### config.mk
export PLATFORM = sky130hd
export DESIGN_NAME = uart_rx_oversampler
export DESIGN_NICKNAME = d
export VERILOG_FILES = /design/src/rtl/uart_rx_pkg.sv /design/src/rtl/bit_sync.sv /design/src/rtl/uart_rx_oversampler.sv
export SDC_FILE = /design/constraint.sdc
export NUM_CORES = 1
export LEC_CHECK = 0
export CAP_MARGIN = 20
export CORE_UTILIZATION = 40
export DETAILED_ROUTE_END_ITERATION = 10
export GPL_ROUTABILITY_DRIVEN = 1
export PLACE_DENSITY = 0.66
export SLEW_MARGIN = 5
export SYNTH_ARGS = -nofsm -noshare
export SYNTH_HDL_FRONTEND = slang
export SYNTH_SLANG_ARGS = --single-unit
### constraint.sdc
create_clock -name clk -period 3 [get_ports clk]
set_input_delay 0.75 -clock clk [delete_from_list [all_inputs] [get_ports clk]]
set_output_delay 0.75 -clock clk [all_outputs]
set_load 0.02 [all_outputs]
### src/rtl/uart_rx_pkg.sv
// Shared constants and helpers for the UART receive oversampler.
package uart_rx_pkg;

  localparam int MIN_PRESCALE = 8;
  localparam int VOTES_LO     = 3;
  localparam int VOTES_HI     = 5;

  typedef enum logic [0:0] {
    ST_IDLE  = 1'b0,
    ST_COUNT = 1'b1
  } rx_state_e;

  function automatic int vote_width(input int votes);
    return $clog2(votes + 1);
  endfunction

  function automatic logic votes_legal(input int votes);
    return (votes == VOTES_LO) || (votes == VOTES_HI);
  endfunction

endpackage

### src/rtl/bit_sync.sv
// Multi-stage synchroniser for a single asynchronous bit; resets to the line idle level.
module bit_sync #(
  parameter int STAGES = 2
) (
  input  logic clk,
  input  logic rst,
  input  logic d,
  output logic q
);

  logic [STAGES-1:0] sync;

  // shift register; stage 0 captures the raw input
  always_ff @(posedge clk) begin
    if (rst) begin
      sync <= {STAGES{1'b1}};
    end else begin
      sync <= {sync[STAGES-2:0], d};
    end
  end

  assign q = sync[STAGES-1];

endmodule

### src/rtl/uart_rx_oversampler.sv
// Bit-period counter and majority-vote sampler for a UART receive line.
// Each bit period is prescale_q clocks; votes are taken around the bit centre.
module uart_rx_oversampler
  import uart_rx_pkg::*;
#(
  parameter int PRESCALE_W = 6,
  parameter int VOTES      = 3
) (
  input  logic                  clk,
  input  logic                  rst,
  input  logic                  RX_IN,
  input  logic                  dat_samp_en,
  input  logic [PRESCALE_W-1:0] prescale,
  output logic                  sampled_bit,
  output logic                  sample_valid,
  output logic                  noise_err,
  output logic                  cfg_err,
  output logic [PRESCALE_W-1:0] edge_cnt
);

  localparam int VW   = vote_width(VOTES);
  localparam int HALF = (VOTES - 1) / 2;

  localparam logic [PRESCALE_W-1:0] ONE_P  = {{(PRESCALE_W-1){1'b0}}, 1'b1};
  localparam logic [PRESCALE_W-1:0] HALF_P = PRESCALE_W'(HALF);
  localparam logic [PRESCALE_W-1:0] MIN_P  = PRESCALE_W'(MIN_PRESCALE);
  localparam logic [VW-1:0]         ONE_V  = {{(VW-1){1'b0}}, 1'b1};
  localparam logic [VW-1:0]         MAX_V  = VW'(VOTES);
  localparam logic [VW-1:0]         MAJ_V  = VW'(VOTES / 2);

  generate
    if (!votes_legal(VOTES)) begin : g_bad_votes
      $error("uart_rx_oversampler: VOTES must be 3 or 5");
    end
  endgenerate

  logic                  rx_sync;
  logic [PRESCALE_W-1:0] prescale_q;
  logic [VW-1:0]         ones_cnt;
  logic [VW-1:0]         zeros_cnt;

  rx_state_e             state;
  logic [PRESCALE_W-1:0] prescale_nxt;
  logic                  cfg_err_nxt;
  logic [PRESCALE_W-1:0] edge_nxt;
  logic [VW-1:0]         ones_nxt;
  logic [VW-1:0]         zeros_nxt;
  logic                  sampled_nxt;
  logic                  noise_nxt;
  logic                  valid_nxt;
  logic [PRESCALE_W-1:0] mid;
  logic [PRESCALE_W-1:0] last_edge;
  logic                  in_window;

  bit_sync #(.STAGES(2)) u_sync (
    .clk (clk),
    .rst (rst),
    .d   (RX_IN),
    .q   (rx_sync)
  );

  // state register bank: configuration, counters and registered outputs
  always_ff @(posedge clk) begin
    if (rst) begin
      prescale_q   <= MIN_P;
      cfg_err      <= 1'b0;
      edge_cnt     <= {PRESCALE_W{1'b0}};
      ones_cnt     <= {VW{1'b0}};
      zeros_cnt    <= {VW{1'b0}};
      sampled_bit  <= 1'b0;
      noise_err    <= 1'b0;
      sample_valid <= 1'b0;
    end else begin
      prescale_q   <= prescale_nxt;
      cfg_err      <= cfg_err_nxt;
      edge_cnt     <= edge_nxt;
      ones_cnt     <= ones_nxt;
      zeros_cnt    <= zeros_nxt;
      sampled_bit  <= sampled_nxt;
      noise_err    <= noise_nxt;
      sample_valid <= valid_nxt;
    end
  end

  // next-state: counting is decided by the current enable, so a fresh bit starts at edge 0 at once
  always_comb begin
    prescale_nxt = prescale_q;
    cfg_err_nxt  = prescale_q[0] | (prescale_q < MIN_P);
    edge_nxt     = {PRESCALE_W{1'b0}};
    ones_nxt     = {VW{1'b0}};
    zeros_nxt    = {VW{1'b0}};
    sampled_nxt  = sampled_bit;
    noise_nxt    = noise_err;
    valid_nxt    = 1'b0;
    mid          = prescale_q >> 1;
    last_edge    = prescale_q - ONE_P;
    in_window    = (edge_cnt >= (mid - HALF_P)) && (edge_cnt <= (mid + HALF_P));

    if (dat_samp_en && !cfg_err) begin
      state = ST_COUNT;
    end else begin
      state = ST_IDLE;
    end

    if (!dat_samp_en) begin
      prescale_nxt = prescale;
    end else begin
      prescale_nxt = prescale_q;
    end

    case (state)
      ST_COUNT: begin
        if (edge_cnt == last_edge) begin
          sampled_nxt = (ones_cnt > MAJ_V);
          noise_nxt   = (ones_cnt != {VW{1'b0}}) && (zeros_cnt != {VW{1'b0}});
          valid_nxt   = 1'b1;
        end else begin
          edge_nxt  = edge_cnt + ONE_P;
          ones_nxt  = ones_cnt;
          zeros_nxt = zeros_cnt;
          if (in_window && rx_sync && (ones_cnt < MAX_V)) begin
            ones_nxt = ones_cnt + ONE_V;
          end else if (in_window && !rx_sync && (zeros_cnt < MAX_V)) begin
            zeros_nxt = zeros_cnt + ONE_V;
          end else begin
            ones_nxt = ones_cnt;
          end
        end
      end
      ST_IDLE: begin
        edge_nxt = {PRESCALE_W{1'b0}};
      end
      default: begin
        edge_nxt = {PRESCALE_W{1'b0}};
      end
    endcase
  end

endmodule

==> metrics.md <==
| Metric | Value |
|---|---|
| Dpl hpwl | `2254 um` |
| Top cell type's share of synthesized area | `30.03%` |
| Die Area | `3912 sq um` |
| Peak supply drop | `0.2409 mV` |
| Most common cell after layout, fill and taps aside | `dfxtp_1` |
| Routed via count | `1173` |
| Num rows | `21` |
| Final antenna-violating net count | `0` |
| Main area contributors after synthesis | `dfxtp_1, ha_1, nor2_1` |
| Leakage | `0.6818 nW` |
| Initial antenna violation count | `0` |
| # hold bufs at CTS | `0` |
| Post-DR wirelength/cell | `12.39 um` |
| Vias in the first global route | `1160` |
| Final WL | `2837 um` |
| Commonest cells after routing, fill and taps aside | `dfxtp_1, ha_1, nor2_1, clkdlybuf4s50_1, inv_1` |
| Maxcap violations | `0` |
| Final Hold Viols | `0` |
| Total Routing Usage GR | `16.20%` |
| Leading area contributor after synthesis | `dfxtp_1` |
| Seq/Total Area, Yosys | `30.03%` |
| Fill cell count | `338` |
| CTS Sinks | `22` |
| Number of diodes | `0` |
| Clock Path Buffers | `2` |
| Final-report max-slew violation count | `0` |
| Largest net degree at the start of global routing | `14` |
| DR iter-0 viols | `48` |
| CP max FO | `11` |
| Nets | `215` |
| Number of buffers created by CTS | `3` |
| Mean area per synthesized cell | `8.942 sq um` |
| Syn nets | `195` |
| Final worst path period share | `89.83%` |
| RSZ-0062 raised after global routing | `no` |
| Worst skew pair latency | `0.31 ns` |
| Worst EP arrival | `2.95 ns` |
| Slowest stage cell, crit path | `dfxtp_1` |
| FMAX | `0.3711 GHz` |
| Vias per cell | `5.122` |
| Tmin final | `2.695 ns` |
| Status | `completed` |
| Core ar. | `3416 sq um` |
| Clock Tree Root | `clkbuf_4` |
| Post-CTS sizing | `0` |
| Crit path kind | `flop to flop` |
| CP cell instances | `nand3_1, or2_2, ha_1, a21o_1, a211oi_1, a21oi_1, or3b_1, a21oi_1` |
| Die Y | `62.55 um` |
| Crit path launch type | `flop` |
| Crit end category | `flop` |
| Synth unique cells | `36` |
| Initial core utilization | `42.93%` |
| Synthesized cell area | `1466 sq um` |
| Remaining DRCs | `0` |
| Hold_ws | `0.4291 ns` |
| Postcts setup bufs | `0` |
| Most frequent CP cell | `a21oi_1` |
| Setup TNS | `0 ns` |
| Flops & latches, synth | `22` |
| GRT overflow | `0` |
| RD Place Congestion | `0.8546` |
| Final setup viols | `0` |
| Synth Warn # | `0` |
| IO Port Bufs | `19` |
| H-tree levels | `1` |
| I/O pins | `20` |
| Rel. slew slack | `68.15%` |
| Clock-pin slew on the worst setup and hold paths | `0.13 ns` |
| CTS tree | `built` |
| Die width | `62.55 um` |
| Max incr delay on CP | `0.64 ns` |
| Layout cells sized above 1 | `6.557%` |
| Setup skew after layout | `0.005670 ns` |
| Worst hold-check path type | `flop to flop` |
| First-pass GRT wire length | `5071 um` |
| Area Overhead vs Synth | `18.52%` |
| Pwr Density | `381.6 nW/um^2` |
| Synth Instances | `164` |
| Slew @ Worst Pin | `0.4772 ns` |
| Worst endpoint required time | `3.25 ns` |
| Drt first pass iters | `3` |
## sequential cells by signal, summed over array words and instances (netlist names)
signal / cells
edge_cnt: 6
prescale_q: 6
sampled_bit: 1
zeros_cnt: 2
u_sync.sync: 2
noise_err: 1
cfg_err: 1
ones_cnt: 2
sample_valid: 1
## path summary, 6_finish.rpt
| check | from | to | slack (ns) | depth (start not counted) |
|---|---|---|---|---|
| hold reg to reg | u_sync.sync[0] | u_sync.sync[1] | 0.43 | 1 |
| hold / removal | u_sync.sync[0] | u_sync.sync[1] | 0.43 | 1 |
| setup reg to reg | prescale_q[3] | zeros_cnt[1] | 0.31 | 8 |
| setup / recovery | prescale_q[3] | zeros_cnt[1] | 0.31 | 8 |
## through the flow
step	instance area, sq um	setup WS (ns)	power (mW)	instances	util (%)
floorplan	1466	0.7225	0.4054	164	-
global placement	1685	0.4703	0.4344	225	49.34
detailed placement	1685	0.2998	0.4388	225	49.34
CTS	1738	0.2896	0.6695	229	50.88
global route	1738	0.1071	0.6999	229	50.88
finish	1738	0.3051	0.6632	229	50.88
## power by group
group | internal (mW) | total, mW | switching (mW)
Clock | 0.135 | 0.230 | 0.0954
Sequential | 0.301 | 0.317 | 0.0163
Combinational | 0.0567 | 0.115 | 0.0587
Total | 0.493 | 0.663 | 0.170
## Yosys cell counts, drive strengths merged
| library cell | count |
|---|---|
| ha | 21 |
| nand4 | 1 |
| nor2 | 19 |
| nand2 | 4 |
| nor3b | 1 |
| xnor2 | 9 |
| xor2 | 7 |
| inv | 10 |
| a21boi | 1 |
| clkbuf | 1 |
| nand3 | 9 |
| a211o | 2 |
| or2 | 3 |
| nor4b | 1 |
| or4 | 2 |
| or3 | 1 |
| a2111oi | 1 |
| o21ai | 10 |
| and2 | 1 |
| nand2b | 2 |
| dfxtp | 22 |
| a21oi | 8 |
| a21o | 2 |
| nor4 | 1 |
| a211oi | 1 |
| a31oi | 1 |
| mux2i | 6 |
| nor3 | 3 |
| o211ai | 4 |
| and3 | 2 |
| or3b | 1 |
| buf | 4 |
| nor2b | 3 |
## metal layers
metal  global-route usage, %  up-vias  share of wire, %
met2                   27.17       20                48
met1                   20.04      540                47
met4                   7.849        0               1.6
met5                       0        -                 0
li1                        -      609                 -
met3                   2.555        4               2.7
## critical path: cells and delay by family (launching register included)
kind | cells | cell delay [ns]
and+or+nand+nor | 3 | 0.90
AOI/OAI and AO/OA | 4 | 0.82
DFF | 1 | 0.64
adders and majority gates | 1 | 0.29
## cell type report
| type | count | area (sq um) | share of cell area [%] |
|---|---|---|---|
| Multi-Input combinational cell | 127 | 952.2 | 54.79 |
| Sequential cell | 22 | 440.4 | 25.34 |
| Timing Repair Buffer | 20 | 197.7 | 11.38 |
| Tap cell | 46 | 57.56 | 3.312 |
| Inverter | 10 | 37.54 | 2.160 |
| Clock inverter | 1 | 30.03 | 1.728 |
| Clock buffer | 3 | 22.52 | 1.296 |
## cells by family after synthesis
| family | after synthesis | share of synthesized area [%] |
|---|---|---|
| xor+xnor | 16 | 10.07 |
| fa+ha+maj | 21 | 17.92 |
| simple gates | 54 | 19.71 |
| mux | 6 | 4.096 |
| flops | 22 | 30.03 |
| compound gates | 30 | 13.14 |
| buf+inv | 15 | 5.034 |
Power figures use the tool's default switching activity.
